--- src/rtl/step_sched_pkg.sv ---
// Shared FSM encoding and default constants for the step scheduler.
package step_sched_pkg;

    typedef enum logic [1:0] {
        ST_IDLE      = 2'd0,
        ST_DIR_SETUP = 2'd1,
        ST_STEP_HIGH = 2'd2,
        ST_STEP_LOW  = 2'd3
    } sched_state_e;

    localparam int unsigned DEF_COUNT_BITS  = 32;
    localparam int unsigned DEF_TIMER_BITS  = 16;
    localparam int unsigned DEF_DEADBAND    = 1;
    localparam int unsigned DEF_STALL_STEPS = 8;

endpackage

--- src/rtl/step_timer.sv ---
// Loadable down-counter; a phase loaded with N lasts max(N,1) cycles.
module step_timer
    import step_sched_pkg::*;
#(
    parameter int unsigned TIMER_BITS = DEF_TIMER_BITS
) (
    input  logic                  clk,
    input  logic                  rst_n,
    input  logic                  load_i,
    input  logic [TIMER_BITS-1:0] load_val_i,
    output logic                  expire_o
);

    logic [TIMER_BITS-1:0] count_q;
    logic [TIMER_BITS-1:0] count_d;

    // Load on phase entry, otherwise count down and hold at zero.
    always_comb begin
        count_d = count_q;
        if (load_i) begin
            count_d = load_val_i;
        end else if (count_q != '0) begin
            count_d = count_q - TIMER_BITS'(1);
        end
    end

    // Counter register.
    always_ff @(posedge clk or negedge rst_n) begin
        if (!rst_n) begin
            count_q <= '0;
        end else begin
            count_q <= count_d;
        end
    end

    // Last cycle of the current phase (0 and 1 both mean one cycle).
    assign expire_o = (count_q <= TIMER_BITS'(1));

endmodule

--- src/rtl/step_scheduler.sv ---
// Step/dir pulse scheduler: drives a stepper toward a captured target with stall detection.
module step_scheduler
    import step_sched_pkg::*;
#(
    parameter int unsigned COUNT_BITS  = DEF_COUNT_BITS,
    parameter int unsigned TIMER_BITS  = DEF_TIMER_BITS,
    parameter int unsigned DEADBAND    = DEF_DEADBAND,
    parameter int unsigned STALL_STEPS = DEF_STALL_STEPS
) (
    input  logic                         clk,
    input  logic                         rst_n,
    input  logic signed [COUNT_BITS-1:0] position,
    input  logic signed [COUNT_BITS-1:0] target,
    input  logic                         target_valid,
    output logic                         target_ready,
    input  logic                         enable,
    input  logic        [TIMER_BITS-1:0] pulse_width,
    input  logic        [TIMER_BITS-1:0] step_period,
    input  logic        [TIMER_BITS-1:0] dir_setup,
    output logic                         step,
    output logic                         dir,
    output logic                         busy,
    output logic                         at_target,
    output logic                         fault
);

    localparam int unsigned EW = COUNT_BITS + 1;
    localparam int unsigned SW = $clog2(STALL_STEPS + 1);

    sched_state_e                 state_q, state_d;
    logic                         step_q, step_d;
    logic                         dir_q, dir_d;
    logic                         fault_q, fault_d;
    logic signed [COUNT_BITS-1:0] target_q, target_d;
    logic signed [COUNT_BITS-1:0] pos_prev_q;
    logic        [SW-1:0]         stall_q, stall_d;

    logic signed [EW-1:0]         err_c;
    logic        [EW-1:0]         abs_err_c;
    logic                         in_band_c;
    logic                         handshake_c;
    logic        [TIMER_BITS-1:0] low_len_c;
    logic                         tmr_load_c;
    logic        [TIMER_BITS-1:0] tmr_val_c;
    logic                         tmr_expire_c;

    // Error is one bit wider than the operands so it cannot wrap.
    assign err_c       = {target_q[COUNT_BITS-1], target_q} - {position[COUNT_BITS-1], position};
    assign abs_err_c   = err_c[EW-1] ? EW'(-err_c) : EW'(err_c);
    assign in_band_c   = (abs_err_c <= EW'(DEADBAND));
    assign handshake_c = target_valid & target_ready;
    assign low_len_c   = (step_period > pulse_width) ? (step_period - pulse_width) : '0;

    assign target_ready = (state_q == ST_IDLE) || (state_q == ST_STEP_LOW);
    assign busy         = (state_q != ST_IDLE);
    assign at_target    = in_band_c;
    assign step         = step_q;
    assign dir          = dir_q;
    assign fault        = fault_q;

    step_timer #(
        .TIMER_BITS (TIMER_BITS)
    ) u_timer (
        .clk        (clk),
        .rst_n      (rst_n),
        .load_i     (tmr_load_c),
        .load_val_i (tmr_val_c),
        .expire_o   (tmr_expire_c)
    );

    // Next-state, phase timer loads and direction changes.
    always_comb begin
        state_d    = state_q;
        dir_d      = dir_q;
        tmr_load_c = 1'b0;
        tmr_val_c  = '0;
        unique case (state_q)
            ST_IDLE: begin
                if (enable && !fault_q && !in_band_c) begin
                    tmr_load_c = 1'b1;
                    if (!err_c[EW-1] != dir_q) begin
                        dir_d     = ~dir_q;
                        tmr_val_c = dir_setup;
                        state_d   = ST_DIR_SETUP;
                    end else begin
                        tmr_val_c = pulse_width;
                        state_d   = ST_STEP_HIGH;
                    end
                end
            end
            ST_DIR_SETUP: begin
                if (!enable) begin
                    state_d = ST_IDLE;
                end else if (tmr_expire_c) begin
                    tmr_load_c = 1'b1;
                    tmr_val_c  = pulse_width;
                    state_d    = ST_STEP_HIGH;
                end
            end
            ST_STEP_HIGH: begin
                if (tmr_expire_c) begin
                    tmr_load_c = 1'b1;
                    tmr_val_c  = low_len_c;
                    state_d    = ST_STEP_LOW;
                end
            end
            ST_STEP_LOW: begin
                if (tmr_expire_c) begin
                    state_d = ST_IDLE;
                end
            end
            default: state_d = ST_IDLE;
        endcase
    end

    // Step output, target capture, stall counting and sticky fault.
    always_comb begin
        step_d   = (state_d == ST_STEP_HIGH);
        target_d = handshake_c ? target : target_q;
        stall_d  = stall_q;
        if (handshake_c || (position != pos_prev_q)) begin
            stall_d = '0;
        end else if ((state_d == ST_STEP_HIGH) && (state_q != ST_STEP_HIGH)
                     && (stall_q < SW'(STALL_STEPS))) begin
            stall_d = stall_q + SW'(1);
        end
        fault_d = handshake_c ? 1'b0 : (fault_q | (stall_d >= SW'(STALL_STEPS)));
    end

    // State and output registers.
    always_ff @(posedge clk or negedge rst_n) begin
        if (!rst_n) begin
            state_q    <= ST_IDLE;
            step_q     <= 1'b0;
            dir_q      <= 1'b0;
            fault_q    <= 1'b0;
            target_q   <= '0;
            stall_q    <= '0;
            pos_prev_q <= '0;
        end else begin
            state_q    <= state_d;
            step_q     <= step_d;
            dir_q      <= dir_d;
            fault_q    <= fault_d;
            target_q   <= target_d;
            stall_q    <= stall_d;
            pos_prev_q <= position;
        end
    end

endmodule
--- config.mk ---
export PLATFORM = sky130hd
export DESIGN_NAME = step_scheduler
export DESIGN_NICKNAME = d
export VERILOG_FILES = /design/src/rtl/step_sched_pkg.sv /design/src/rtl/step_timer.sv /design/src/rtl/step_scheduler.sv
export SDC_FILE = /design/constraint.sdc
export NUM_CORES = 1
export LEC_CHECK = 0
export BUFFER_PORTS_ARGS = -buffer_cell sky130_fd_sc_hd__buf_2
export CAP_MARGIN = 20
export CORE_ASPECT_RATIO = 0.6
export CORE_MARGIN = 2
export CORE_UTILIZATION = 60
export CTS_CLUSTER_SIZE = 40
export DETAILED_ROUTE_END_ITERATION = 8
export PLACE_DENSITY_LB_ADDON = 0.25
export SKIP_CTS_REPAIR_TIMING = 1
export SYNTH_ARGS = -nofsm -noshare
export SYNTH_HDL_FRONTEND = slang
export SYNTH_HIERARCHICAL = 1
export SYNTH_SLANG_ARGS = --single-unit
--- constraint.sdc ---
create_clock -name clk -period 7.3 [get_ports clk]
set_input_delay 0.365 -clock clk [delete_from_list [all_inputs] [get_ports clk]]
set_output_delay 0.365 -clock clk [all_outputs]
set_load 0.01 [all_outputs]
**After elaboration in Yosys (flattened, before gate mapping)**

Cells that the tools add are included.

- Bits in registers: 89
- Output and inout port bits: 6
- Logic and storage cells: 66

- $add $sub $neg: 5
- $lt $le $gt $ge: 5
- Equality and inequality tests: 7
- Mux-type cells: 24
- Bitwise gates (word level): 3
- Reduce and logical (&&, ||, !) cells: 14

Operators by type and width:

| operator | number |
|---|---|
| $mux W16 | 8 |
| $pmux W16 S3 | 1 |
| $le A33 B1 Y1 const B | 1 |
| $mux W33 | 1 |
| $neg A33 Y33 | 1 |
| $sub A32 B32 Y33 | 1 |
| $ne A32 B32 Y1 | 1 |
| $gt A16 B16 Y1 | 1 |
| $le A16 B1 Y1 const B | 1 |
| $reduce_bool A16 Y1 | 1 |
| $sub A16 B1 Y16 const B | 1 |
| $sub A16 B16 Y16 | 1 |
| $mux W2 | 6 |
| $mux W4 | 2 |
| $pmux W2 S4 | 1 |
| $eq A2 B2 Y1 const B | 3 |
| $add A4 B1 Y4 const B | 1 |
| $ge A4 B4 Y1 const B | 1 |
| $logic_and A1 B1 Y1 | 4 |
| $lt A4 B4 Y1 const B | 1 |
| $mux W1 | 4 |
| $reduce_bool A2 Y1 | 2 |
| $logic_not A1 Y1 | 3 |
| $pmux W1 S3 | 1 |
| other kinds (9) | 10 |

**Depth between registers and ports, before layout**

- Word-level depth: 16
- Gate-level depth with buffers: 26
- Mapped depth without buffers: 20

**Hierarchy**

Netlist, hierarchy kept.

Modules (own cells, without submodules):

| module | instances | cells an instance | area an instance (um^2) | seq. area each (um^2) |
|---|---|---|---|---|
| step_scheduler | 1 | 1,056 | 8,272.9 | 1,826.8 |
| step_timer | 1 | 112 | 1,022.2 | 400.4 |

**Worst setup path after synthesis**

No wires, ideal clock.

- Path kind: input port to flip-flop
- From: in position[0]
- To: reg u_timer.count_q[11]
- Setup time: 138 ps
- Data arrival time: 6,001 ps
- Data required time: 7,162 ps
- Slack: 1,161 ps
- Stages: 24
- Cell sequence: ha_1 fa_1 nand2b_1 a21oi_1 o21ai_0 xor2_1 nand4_1 or3_1 buf_2 o221ai_1 o311ai_1 a211o_1 or4_4 nor3_4 and3_1 nand2b_1 buf_2 buf_1 a21oi_1 clkbuf_1 inv_1 clkbuf_1 mux2i_1 nor2_1

- Cells in the longest elaborated chain, start to end: 9
- Elaborated cells on any way between the ends: 15

Ends and longest elaborated chain:

| item | line | text |
|---|---|---|
| start: declaration | step_scheduler.sv:12 | `input logic signed [COUNT_BITS-1:0] position,` |
| $sub A32 B32 Y33 * | step_scheduler.sv:48 | `assign err_c = {target_q[COUNT_BITS-1], target_q} - {position[COUNT_BITS-1], position};` |
| $neg A33 Y33 | step_scheduler.sv:49 | `assign abs_err_c = err_c[EW-1] ? EW'(-err_c) : EW'(err_c);` |
| $mux W33 * | step_scheduler.sv:49 |  |
| $le A33 B1 Y1 * | step_scheduler.sv:50 | `assign in_band_c = (abs_err_c <= EW'(DEADBAND));` |
| via at_target | step_scheduler.sv:23 | `output logic at_target,` |
| $logic_not A1 Y1 * | step_scheduler.sv:79 | `if (enable && !fault_q && !in_band_c) begin` |
| $logic_and A1 B1 Y1 * | step_scheduler.sv:79 |  |
| $mux W1 * | step_scheduler.sv:79 |  |
| $pmux W1 S3 * | step_scheduler.sv:77 | `unique case (state_q)` |
| via tmr_load_c | step_scheduler.sv:43 | `logic tmr_load_c;` |
| $mux W16 / $reduce_bool A2 Y1 (equally long branches) | - |  |
| end signal: assignment | step_timer.sv:32 | `count_q <= count_d;` |
| end: declaration | step_timer.sv:14 | `logic [TIMER_BITS-1:0] count_q;` |

Mark *: on every way through the listed nets, which the timed path passes. The rest lies on a longest branch.
A chain may end at the register's enable or synchronous reset.

**Worst setup path after layout**

- From: reg target_q[0]
- To: reg u_timer.count_q[7]

- Cells in the longest elaborated chain, start to end: 9
- Elaborated cells on any way between the ends: 15

Ends and longest elaborated chain:

| item | line | text |
|---|---|---|
| start: declaration | step_scheduler.sv:34 | `logic signed [COUNT_BITS-1:0] target_q, target_d;` |
| start signal: assignment | step_scheduler.sv:145 | `target_q <= target_d;` |
| $sub A32 B32 Y33 * | step_scheduler.sv:48 |  |
| $neg A33 Y33 | step_scheduler.sv:49 |  |
| $mux W33 * | step_scheduler.sv:49 |  |
| $le A33 B1 Y1 * | step_scheduler.sv:50 |  |
| $logic_not A1 Y1 * | step_scheduler.sv:79 |  |
| $logic_and A1 B1 Y1 * | step_scheduler.sv:79 |  |
| $mux W1 * | step_scheduler.sv:79 |  |
| $pmux W1 S3 * | step_scheduler.sv:77 |  |
| via tmr_load_c | step_scheduler.sv:43 |  |
| $mux W16 / $reduce_bool A2 Y1 (equally long branches) | - |  |

Marked as above.

==> impl_metrics.csv <==
group,metric,value,unit
final_layout,fin_cells,1467,
cts,numCtsBuffers,9,
placement,placed_area,10020,sq um
yosys,synth_ff_type,"dfrtp_1",
floorplan,fp.coreArea,15240,sq um
yosys,syn_inst,1168,
timing,finClkSkew,0.007019,ns
pwr,swShare,0.3880,
floorplan,die-area,16540,sq um
detailed_routing,wl_per_cell,19.37,um
critical_path,crit_path_end,"u_timer/count_q[7]",
final_layout,layout-drive-gt1-share,0.1669,
detailed_routing,vias,9627,
pwr,leakagePower,4.612,nW
timing,fmax,0.1541,GHz
final_layout,nFillCells,1293,
critical_path,path_class,"reg2reg",
cts,cts.clk_slew.worst_paths,0.07,ns
final_layout,antenna_cells,0,
cts,cts_tree,"yes",
min_path,min_path_type,"in2reg",
yosys,synth-edff-count,0,
floorplan,start_util,0.6099,
timing,fin_crit_sh,0.8890,
pwr,p_per_area,153.9,nW/um^2
global_route,grt_pass1_vias,8547,
placement,place_ws,0.9118,ns
floorplan,die_w,164.7,um
final_layout,nets,1434,
pwr,power.total,1.589,mW
detailed_routing,drtIter0Drc,1158,
timing,period_needed,6.489,ns
critical_path,rrSetupSlack,0.81,ns
cts,cts.sinks,89,
floorplan,rows,35,
yosys,synth_common_cells,"nand2_1, nor2_1, dfrtp_1",
yosys,syn_area,9295,sq um
timing,slew_headroom,0.3072,
detailed_routing,drc,0,
timing,fin_tns_setup,0,ns
outcome,outcome,"complete, no violations",
cts,insertion_delay,0.35,ns
detailed_routing,ant_nets,0,
pwr,power.share.clock,0.301,
pwr,comb_power_share,0.372,
critical_path,cp-start-kind,"flip-flop",
yosys,synth_area_leaders,"dfrtp_1, ha_1, nand2_1, mux2_2, xor2_1",
critical_path,rr_worst_depth,19,
yosys,synth_top_cell_by_area,"dfrtp_1",
detailed_routing,via_per_inst,6.562,
pwr,p_int,972.8,uW
cts,cts_max_level,3,
final_layout,design_area,10330,sq um
critical_path,crit_required,7.54,ns
placement,gpl.final_weighted_congestion,0.9811,
placement,portBuffers,121,
global_route,grt_pass1_wl,45.08,mm
yosys,ys_ff_latch,89,
placement,place_hpwl,22.46,mm
critical_path,rr_startpoint,"target_q[0]",
pwr,ir_drop,106.9,uV
yosys,ys.warnings.count,6,
critical_path,crit_path_max_fanout,11,
floorplan,die_height,100.4,um
flow_run,cap_violations,0,
floorplan,io_pins,122,
global_route,grt_antenna_before_repair,0,
yosys,ys_seq_area_frac,0.2396,
timing,setup_ws,0.8105,ns
yosys,avgSynthCellArea,7.958,sq um
yosys,syn_nets,1343,
global_route,grt_max_degree,70,
yosys,ys_types,93,
placement,dp.cells,1449,
cts,clock_tree.buffer_depth,2,
timing,hold_viol,0,
pwr,pwr-share-seq,0.327,
global_route,overflow,0,
critical_path,r2r_end,"u_timer/count_q[7]",
cts,root_buffer,"clkbuf_16",
final_layout,area_growth,11.12,%
critical_path,crit_path_end_kind,"flip-flop",
yosys,async_flop_share,1.000,
timing,worst_pin_slew,1.030,ns
global_route,grt_usage,0.3472,
critical_path,critPathArrivalTime,6.73,ns
timing,setup_viol,0,
yosys,yosys.area.top_type_share,0.2396,
detailed_routing,first_pass_iters,6,
yosys,synth_most_common_cell,"nand2_1",
timing,drv_slew,0,
pwr,switchingPower,616.6,uW
timing,rsz0062_at_grt,"no",
detailed_routing,drt_wl_total,28.41,mm
critical_path,cp-startpoint,"target_q[0]",
sequential cells by signal (all words and copies together) (netlist names):
| register | cells |
|---|---|
| dir | 1 |
| u_timer/count_q | 16 |
| target_q | 32 |
| fault | 1 |
| stall_q | 4 |
| step | 1 |
| pos_prev_q | 32 |
| state_q | 2 |
how the worst min path moves through the flow:
| stage | endpoint | from | cells past startpoint |
|---|---|---|---|
| after detailed placement | pos_prev_q[30] | rst_n | 1 |
| final | pos_prev_q[13] | position[13] | 1 |
| after global placement | pos_prev_q[30] | rst_n | 1 |
| after global routing | pos_prev_q[26] | position[26] | 1 |
| after floorplan | dir | rst_n | 0 |
| after CTS | target_q[25] | rst_n | 1 |
cells in the final DEF, fill, tap and decap left out, types with 37 or more instances in the layout:
cell type / n
ha_1: 57
nand2_1: 110
xor2_1: 41
o21ai_0: 57
inv_1: 72
a21oi_1: 69
dfrtp_1: 89
nor2_1: 92
nor3_1: 37
buf_2: 121
critical path, cell delays in order, from the launching register on:
cell      delay [ns]
dfrtp_1         0.33
inv_1           0.05
ha_1            0.21
fa_1            0.46
nand2b_1        0.25
a21oi_1         0.45
o21ai_0         0.21
xor2_1          0.46
nand4_1         0.29
or3_1           0.61
nor3_1          0.41
nand4_1         0.16
o211a_1         0.16
o31ai_1         0.54
nor3_4          0.07
and3_1          0.18
nand2b_1        0.15
a21oi_1         0.60
inv_1           0.42
mux2_2          0.37
routing by layer:
| layer | global-route usage | routed length (um) | vias to the layer above |
|---|---|---|---|
| met5 | 0 | 0 | - |
| met4 | 0.04348 | 168 | 0 |
| met3 | 0.1314 | 4342 | 23 |
| met2 | 0.4483 | 10540 | 581 |
| met1 | 0.5488 | 13360 | 4501 |
| li1 | - | - | 4522 |
power by group through the flow:
stage / combinational [mW] / sequential (mW) / clock, mW
floorplan: 0.406 / 0.527 / 0
finish: 0.591 / 0.520 / 0.479
global route: 0.647 / 0.522 / 0.500
global placement: 0.560 / 0.529 / 0
detailed placement: 0.567 / 0.530 / 0
CTS: 0.571 / 0.520 / 0.479
area by class of cell:
class                   instances  area, sq um  area share
multi-input cells             954         6583      0.6373
flip-flops and latches         89         2227      0.2156
repair buffers                133        698.2     0.06760
inverters                      72        270.3     0.02617
well taps                     203        254.0     0.02459
clock buffers                   9        225.2     0.02180
clock inverters                 7        71.32    0.006905
kinds of logic after synthesis:
kind of cell | share of synthesized area
AO/OA/AOI/OAI | 0.2485
XOR/XNOR | 0.06502
adder cells (fa/ha/maj) | 0.08103
buffers and inverters | 0.05357
flip-flops | 0.2396
multiplexers | 0.05304
AND/OR/NAND/NOR | 0.2593
through the flow:
step / util / hold slack [ns]
finish: 0.6778 / 0.1540
global route: 0.6778 / 0.1510
CTS: 0.6768 / -0.1110
detailed placement: 0.6573 / 0.2590
global placement: 0.6573 / 0.2575
floorplan: - / 0.06941
Power figures use the tool's default switching activity.
